[config.mk]
export PLATFORM = sky130hd
export DESIGN_NAME = apb_byte_master_flat
export DESIGN_NICKNAME = d
export VERILOG_FILES = /design/src/rtl/apb_byte_master_if.sv /design/src/rtl/apb_byte_master.sv /design/src/flat_wrapper.sv
export SDC_FILE = /design/constraint.sdc
export NUM_CORES = 1
export LEC_CHECK = 0
export CORE_AREA = 4 4 118 120
export DETAILED_ROUTE_END_ITERATION = 6
export DIE_AREA = 0 0 122 124
export PLACE_DENSITY = 0.8
export SYNTH_ARGS = -nofsm -noshare
export SYNTH_HDL_FRONTEND = slang
export SYNTH_SLANG_ARGS = --single-unit
[constraint.sdc]
create_clock -name clk -period 4.52 [get_ports clk]
set_input_delay 0.904 -clock clk [delete_from_list [all_inputs] [get_ports clk]]
set_output_delay 0.904 -clock clk [all_outputs]
set_load 0.02 [all_outputs]
[src/rtl/apb_byte_master_if.sv]
// APB bus bundle driven by apb_byte_master.
// One-hot 8-way select, 32-bit address and data.
interface apb_byte_master_if;
    logic        presetn;
    logic [7:0]  psel;
    logic        penable;
    logic        pwrite;
    logic [31:0] paddr;
    logic [31:0] pwdata;
    logic        pready;
    logic [31:0] prdata;

    modport master (
        output presetn, psel, penable, pwrite, paddr, pwdata,
        input  pready, prdata
    );

    modport slave (
        input  presetn, psel, penable, pwrite, paddr, pwdata,
        output pready, prdata
    );
endinterface

[src/rtl/apb_byte_master.sv]
// Byte-wide CPU window that issues 32-bit APB transfers.
// Optional ACCESS timeout abort when APB_TIMEOUT_EN is defined.
module apb_byte_master #(
    parameter logic [15:0] BASE    = 16'hFF00,
    parameter int          TIMEOUT = 255
) (
    input  logic              clk,
    input  logic              rst,
    input  logic [15:0]       cpu_addr,
    input  logic [7:0]        cpu_wdata,
    input  logic              cpu_we,
    input  logic              cpu_cs,
    output logic [7:0]        cpu_rdata,
    output logic              irq,
    apb_byte_master_if.master apb
);

    typedef enum logic [1:0] {
        IDLE,
        SETUP,
        ACCESS
    } state_t;

    state_t state, state_nx;

    logic [31:0] wdata_r, rdata_r, pwdata_q;
    logic [15:0] paddr_r, paddr_q;
    logic [2:0]  sel_r, sel_q;
    logic        presetn_q, pwrite_q;
    logic        done, err, ovr, busy;
    logic        hit, wr_hit, rd_hit, cfg_wr, cmd_wr;
    logic        start, complete, abort, tmo_hit;
    logic [3:0]  off;
    logic [7:0]  rd_mux;

    if (BASE[3:0] != 4'h0 || TIMEOUT < 1 || TIMEOUT > 255) begin : g_bad_cfg
        $error("apb_byte_master: BASE unaligned or TIMEOUT out of range");
    end

    assign hit    = cpu_cs && (cpu_addr[15:4] == BASE[15:4]);
    assign off    = cpu_addr[3:0];
    assign wr_hit = hit && cpu_we;
    assign rd_hit = hit && !cpu_we;
    assign busy   = (state != IDLE);
    assign cfg_wr = wr_hit && !busy;
    assign cmd_wr = wr_hit && (off == 4'hB);
    assign start  = cmd_wr && !busy && (|cpu_wdata[1:0]);

    always_ff @(posedge clk) begin
        if (rst) state <= IDLE;
        else     state <= state_nx;
    end

    always_comb begin
        state_nx = state;
        complete = 1'b0;
        abort    = 1'b0;
        unique case (state)
            IDLE:   if (start) state_nx = SETUP;
            SETUP:  state_nx = ACCESS;
            ACCESS: begin
                if (apb.pready) begin
                    complete = 1'b1;
                    state_nx = IDLE;
                end else if (tmo_hit) begin
                    abort    = 1'b1;
                    state_nx = IDLE;
                end
            end
            default: state_nx = IDLE;
        endcase
    end

`ifdef APB_TIMEOUT_EN
    logic [7:0] tcnt;

    always_ff @(posedge clk) begin
        if (rst || state == SETUP)  tcnt <= 8'd0;
        else if (state == ACCESS)   tcnt <= tcnt + 8'd1;
    end

    assign tmo_hit = (tcnt == 8'(TIMEOUT - 1));
`else
    assign tmo_hit = 1'b0;
`endif

    always_comb begin
        rd_mux = 8'h00;
        case (off)
            4'h0, 4'h1, 4'h2, 4'h3:
                rd_mux = wdata_r[{off[1:0], 3'b000} +: 8];
            4'h4, 4'h5, 4'h6, 4'h7:
                rd_mux = rdata_r[{off[1:0], 3'b000} +: 8];
            4'h8:    rd_mux = paddr_r[7:0];
            4'h9:    rd_mux = paddr_r[15:8];
            4'hA:    rd_mux = {5'b0, sel_r};
            4'hB:    rd_mux = {4'b0, ovr, err, done, busy};
            default: rd_mux = 8'h00;
        endcase
    end

    always_ff @(posedge clk) begin
        if (rst) begin
            presetn_q <= 1'b0;
            wdata_r   <= '0;
            rdata_r   <= '0;
            paddr_r   <= '0;
            sel_r     <= '0;
            sel_q     <= '0;
            pwrite_q  <= 1'b0;
            paddr_q   <= '0;
            pwdata_q  <= '0;
            done      <= 1'b0;
            err       <= 1'b0;
            ovr       <= 1'b0;
            cpu_rdata <= '0;
        end else begin
            presetn_q <= 1'b1;
            if (cfg_wr) begin
                case (off)
                    4'h0, 4'h1, 4'h2, 4'h3:
                        wdata_r[{off[1:0], 3'b000} +: 8] <= cpu_wdata;
                    4'h8:    paddr_r[7:0]  <= cpu_wdata;
                    4'h9:    paddr_r[15:8] <= cpu_wdata;
                    4'hA:    sel_r         <= cpu_wdata[2:0];
                    default: ;
                endcase
            end
            if (start) begin
                pwrite_q <= cpu_wdata[0];
                paddr_q  <= paddr_r;
                pwdata_q <= wdata_r;
                sel_q    <= sel_r;
                done     <= 1'b0;
                err      <= 1'b0;
            end
            if (wr_hit && off == 4'hC) begin
                done <= 1'b0;
                err  <= 1'b0;
                ovr  <= 1'b0;
            end
            if (cmd_wr && busy) ovr <= 1'b1;
            // completion is last so it beats a same-cycle clear
            if (complete) begin
                if (!pwrite_q) rdata_r <= apb.prdata;
                done <= 1'b1;
            end
            if (abort) begin
                done <= 1'b1;
                err  <= 1'b1;
            end
            if (rd_hit) cpu_rdata <= rd_mux;
        end
    end

    assign apb.presetn = presetn_q;
    assign apb.psel    = busy ? (8'h01 << sel_q) : 8'h00;
    assign apb.penable = (state == ACCESS);
    assign apb.pwrite  = pwrite_q;
    assign apb.paddr   = {16'h0000, paddr_q};
    assign apb.pwdata  = pwdata_q;
    assign irq         = done;

endmodule

[src/flat_wrapper.sv]
// flat-port wrapper written by rule: the top's interface ports become plain ports
module apb_byte_master_flat 
#(
    parameter logic [15:0] BASE    = 16'hFF00,
    parameter int          TIMEOUT = 255
)
  (clk, rst, cpu_addr, cpu_wdata, cpu_we, cpu_cs, cpu_rdata, irq, apb_presetn, apb_psel, apb_penable, apb_pwrite, apb_paddr, apb_pwdata, apb_pready, apb_prdata);
  apb_byte_master_if apb_i ();
  input  logic clk;
  input  logic rst;
  input  logic [15:0] cpu_addr;
  input  logic [7:0] cpu_wdata;
  input  logic cpu_we;
  input  logic cpu_cs;
  output logic [7:0] cpu_rdata;
  output logic irq;
  output wire logic [$bits(apb_i.presetn)-1:0] apb_presetn;
  output wire logic [$bits(apb_i.psel)-1:0] apb_psel;
  output wire logic [$bits(apb_i.penable)-1:0] apb_penable;
  output wire logic [$bits(apb_i.pwrite)-1:0] apb_pwrite;
  output wire logic [$bits(apb_i.paddr)-1:0] apb_paddr;
  output wire logic [$bits(apb_i.pwdata)-1:0] apb_pwdata;
  input wire logic [$bits(apb_i.pready)-1:0] apb_pready;
  input wire logic [$bits(apb_i.prdata)-1:0] apb_prdata;
  assign apb_presetn = apb_i.presetn;
  assign apb_psel = apb_i.psel;
  assign apb_penable = apb_i.penable;
  assign apb_pwrite = apb_i.pwrite;
  assign apb_paddr = apb_i.paddr;
  assign apb_pwdata = apb_i.pwdata;
  assign apb_i.pready = apb_pready;
  assign apb_i.prdata = apb_prdata;
  apb_byte_master #(.BASE(BASE), .TIMEOUT(TIMEOUT)) u_core (.clk(clk), .rst(rst), .cpu_addr(cpu_addr), .cpu_wdata(cpu_wdata), .cpu_we(cpu_we), .cpu_cs(cpu_cs), .cpu_rdata(cpu_rdata), .irq(irq), .apb(apb_i));
endmodule
==> flow_metrics.env <==
export IMPL_antenna_found_initial=0
export IMPL_initial_core_util_pct=50.1
export IMPL_worstSetupStartpointType="input port"
export IMPL_synth_xor_area_share_pct=0
export IMPL_cts_tree="built"
export IMPL_dpl_cell_count=1049
export IMPL_dp_hpwl_mm=12.4
export IMPL_synth_cell_type_count=46
export IMPL_postSynthCellCount=788
export IMPL_place_gp_congestion=0.950
export IMPL_ctsHoldBuffers=0
export IMPL_grt_pass1_vias=5497
export IMPL_yosysMostFrequentCell="nand2_1"
export IMPL_maxCapViolations=0
export IMPL_ctsResizeCount=0
export IMPL_synth_simple_gate_area_share_pct=23.2
export IMPL_regToRegEndpoint="u_core.wdata_r[18]"
export IMPL_min_from="u_core.paddr_q[0]"
export IMPL_fp_row_count=42
export IMPL_num_vias=5921
export IMPL_clock_root_buffer="clkbuf_16"
export IMPL_drc=0
export IMPL_cts_setup_buffers=0
export IMPL_relSlewSlack_pct=24.7
export IMPL_mappedNetlistArea_sq_um=6510
export IMPL_wl_per_cell_um=16.5
export IMPL_finalSetupTns_ps=0
export IMPL_routed_wl_mm=17.8
export IMPL_numCtsBuffers=17
export IMPL_synth_ff_latch_count=148
export IMPL_fmax_ghz=0.281
export IMPL_clk_path_buf_depth=2
export IMPL_end_kind="flip-flop"
export IMPL_cts_sinks=148
export IMPL_nNetsFinal=959
export IMPL_postSynthAreaPerCell_sq_um=8.26
export IMPL_fp_dieH_um=124
export IMPL_grt_overflow=0
export IMPL_io_buffers=128
export IMPL_die_x_um=122
export IMPL_pin_count=145
export IMPL_worstMarginPinSlew_ps=1130
export IMPL_post_route_period_util_pct=78.7
export IMPL_netSwitchingPower_w=0.000637
export IMPL_power_frac_comb_pct=5.8
export IMPL_fin_cells=1080
export IMPL_postRouteAntennaNets=0
export IMPL_setup_worst_path_end="u_core.wdata_r[18]"
export IMPL_crit_type="input port to flip-flop"
export IMPL_num_antenna_cells=0
export IMPL_path_clk_slew_ps=60
export IMPL_power_density_nw_per_um2=363
export IMPL_swShare_pct=20.8
export IMPL_power_internal_w=0.00243
export IMPL_firstDrtPassIters=5
export IMPL_netlist_area_leader_share_pct=45.5
export IMPL_core_sq_um=13000
export IMPL_finClkSkew_ps=6.67
export IMPL_synth_area_leader_cell="dfxtp_1"
export IMPL_clock_latency_ps=430
export IMPL_setup_viol=0
export IMPL_reg2regPathDepth=5
export IMPL_layout_drive_gt1_share_pct=11.3
export IMPL_drv_slew=0
export IMPL_synthTopCellsByCount="210 x nand2_1, 148 x dfxtp_1, 79 x a21oi_1"
export IMPL_cp_required_ps=4870
export IMPL_seq_area_frac_synth_pct=45.5
export IMPL_worst_hold_slack_ps=451
export IMPL_hold_depth=2
export IMPL_synth_edf_count=0
export IMPL_startpoint="cpu_addr[1]"
export IMPL_drt_iter0_drc=488
export IMPL_synthFlopType="dfxtp_1"
export IMPL_muxShareOfSynthArea_pct=5.61
export IMPL_synth_warnings=0
export IMPL_synth_compound_area_share_pct=18.6
export IMPL_p_leak_nw=2.89
export IMPL_peakVddDrop_mv=0.237
export IMPL_min_path_type="flip-flop to flip-flop"
export IMPL_critical_path_arrival_ps=3900
export IMPL_p_clk_share_pct=51.7
export IMPL_rrSetupSlack_ps=2010
export IMPL_synth_area_top_cells="dfxtp_1 46%, nand2_1 12%, a21oi_2 6.7%"
export IMPL_reg2reg_from="u_core.state[1]"
export IMPL_fillers=1104
export IMPL_synth_top_family_by_area="simple AND/OR/NAND/NOR gates"
export IMPL_async_flop_share_pct=0
export IMPL_syn_to_final_growth_pct=29.8
export IMPL_avgViaCountPerCell=5.48
export IMPL_track_usage_pct=23.9
export IMPL_cp_max_fo=16
export IMPL_min_period_ps=3560
export IMPL_synthAdderAreaFrac_pct=1.15
export IMPL_grt_pass1_wl_mm=28.2
export IMPL_dieArea_sq_um=15100
export IMPL_grt_max_degree=91
export IMPL_status="finished clean"
export IMPL_hold_viol_final=0
export IMPL_h_tree_depth=4
export IMPL_rsz0062_at_grt="no"
export IMPL_seqPwrFrac_pct=42.5
==> worst min path at each step <==
| stage | slack, ps | to |
|---|---|---|
| finish | 450 | u_core.paddr_q[0] |
| global route | 470 | u_core.apb.pwdata[30] |
| CTS | 450 | u_core.paddr_q[0] |
| detailed placement | 450 | u_core.paddr_q[0] |
| global placement | 440 | u_core.paddr_q[1] |
| floorplan | 430 | u_core.rdata_r[18] |
==> power by group through the flow <==
| stage | clock network (W) | logic, W | registers (W) |
|---|---|---|---|
| after floorplan | 0 | 0.0000975 | 0.00133 |
| after global placement | 0 | 0.000174 | 0.00133 |
| after detailed placement | 0 | 0.000175 | 0.00133 |
| after CTS | 0.00160 | 0.000175 | 0.00131 |
| after global routing | 0.00166 | 0.000191 | 0.00130 |
| final | 0.00159 | 0.000179 | 0.00131 |
==> flip-flops by register name (all words and copies together) (netlist names), 2 cells and up <==
register and cells:
u_core.apb.pwdata 32, u_core.cpu_rdata 8, u_core.paddr_r 16, u_core.sel_r 3, u_core.paddr_q 16, u_core.state 2, u_core.sel_q 3, u_core.wdata_r 32
u_core.rdata_r 32
==> through the flow <==
stage | area [sq um] | total power, W | util, % | setup WS, ps
after floorplan | 6560 | 0.00143 | - | 760
after global routing | 8450 | 0.00315 | 65.1 | 724
after detailed placement | 7790 | 0.00151 | 60.0 | 595
after CTS | 8450 | 0.00308 | 65.1 | 1050
after global placement | 7790 | 0.00151 | 60.0 | 708
final | 8450 | 0.00307 | 65.1 | 965
==> layer usage <==
metal	wire length (um)	GRT usage, %	vias to the layer above
met5	0	0	-
met4	487	10.2	0
met3	1480	5.63	38
met2	8020	36.3	245
met1	7850	32.8	2745
li1	-	-	2893
==> layout by cell type (no fill, tap or decap), types with 2 or more instances in the layout <==
cell type and instances:
clkinv_2 3, o22ai_1 8, nor4b_1 2, a22o_1 4, nand3_1 48, a21oi_2 50, or4_1 2, a21oi_1 79
nor3_1 12, inv_1 4, a31oi_1 4, nor4_1 7, nor3b_1 4, o2111a_1 3, nand2b_1 3, nor2b_1 2
or3_1 2, nand2_1 210, a222oi_1 3, and4_1 4, ha_1 6, clkdlybuf4s50_1 127, nand4_1 6, dfxtp_1 148
conb_1 16, o21ai_0 13, nand4b_1 2, buf_4 12, mux2_2 4, clkbuf_16 17, clkbuf_1 2, clkbuf_8 2
mux2i_1 32, a22oi_1 7, bufinv_16 6, o211ai_1 3, nor2_1 30, a211oi_1 5
==> area by class of cell <==
| cell class | count | area (sq um) | area share, % |
|---|---|---|---|
| clock buffer | 21 | 460 | 5.45 |
| inverter | 4 | 15.0 | 0.178 |
| tap | 176 | 220 | 2.61 |
| multi-input combinational | 582 | 3230 | 38.2 |
| clock inverter | 10 | 203 | 2.40 |
| timing repair buffer | 139 | 1360 | 16.1 |
| sequential | 148 | 2960 | 35.1 |
==> critical path: stages <==
cell	delay (ps)
clkdlybuf4s50_1	710
inv_1	270
ha_1	200
buf_4	220
nor4_1	80
buf_4	170
nor3_1	530
and4_1	490
nand3_1	130
a21oi_1	190
==> cells by family (layout without fill, tap and decap cells) <==
| group | after synthesis | in the layout |
|---|---|---|
| compound gates | 182 | 182 |
| fa+ha+maj | 6 | 6 |
| buf+inv | 73 | 174 |
| flops | 148 | 148 |
| mux | 36 | 36 |
| other cells | 1 | 16 |
| simple gates | 342 | 342 |
No activity file was read; power rests on OpenSTA's default activity.
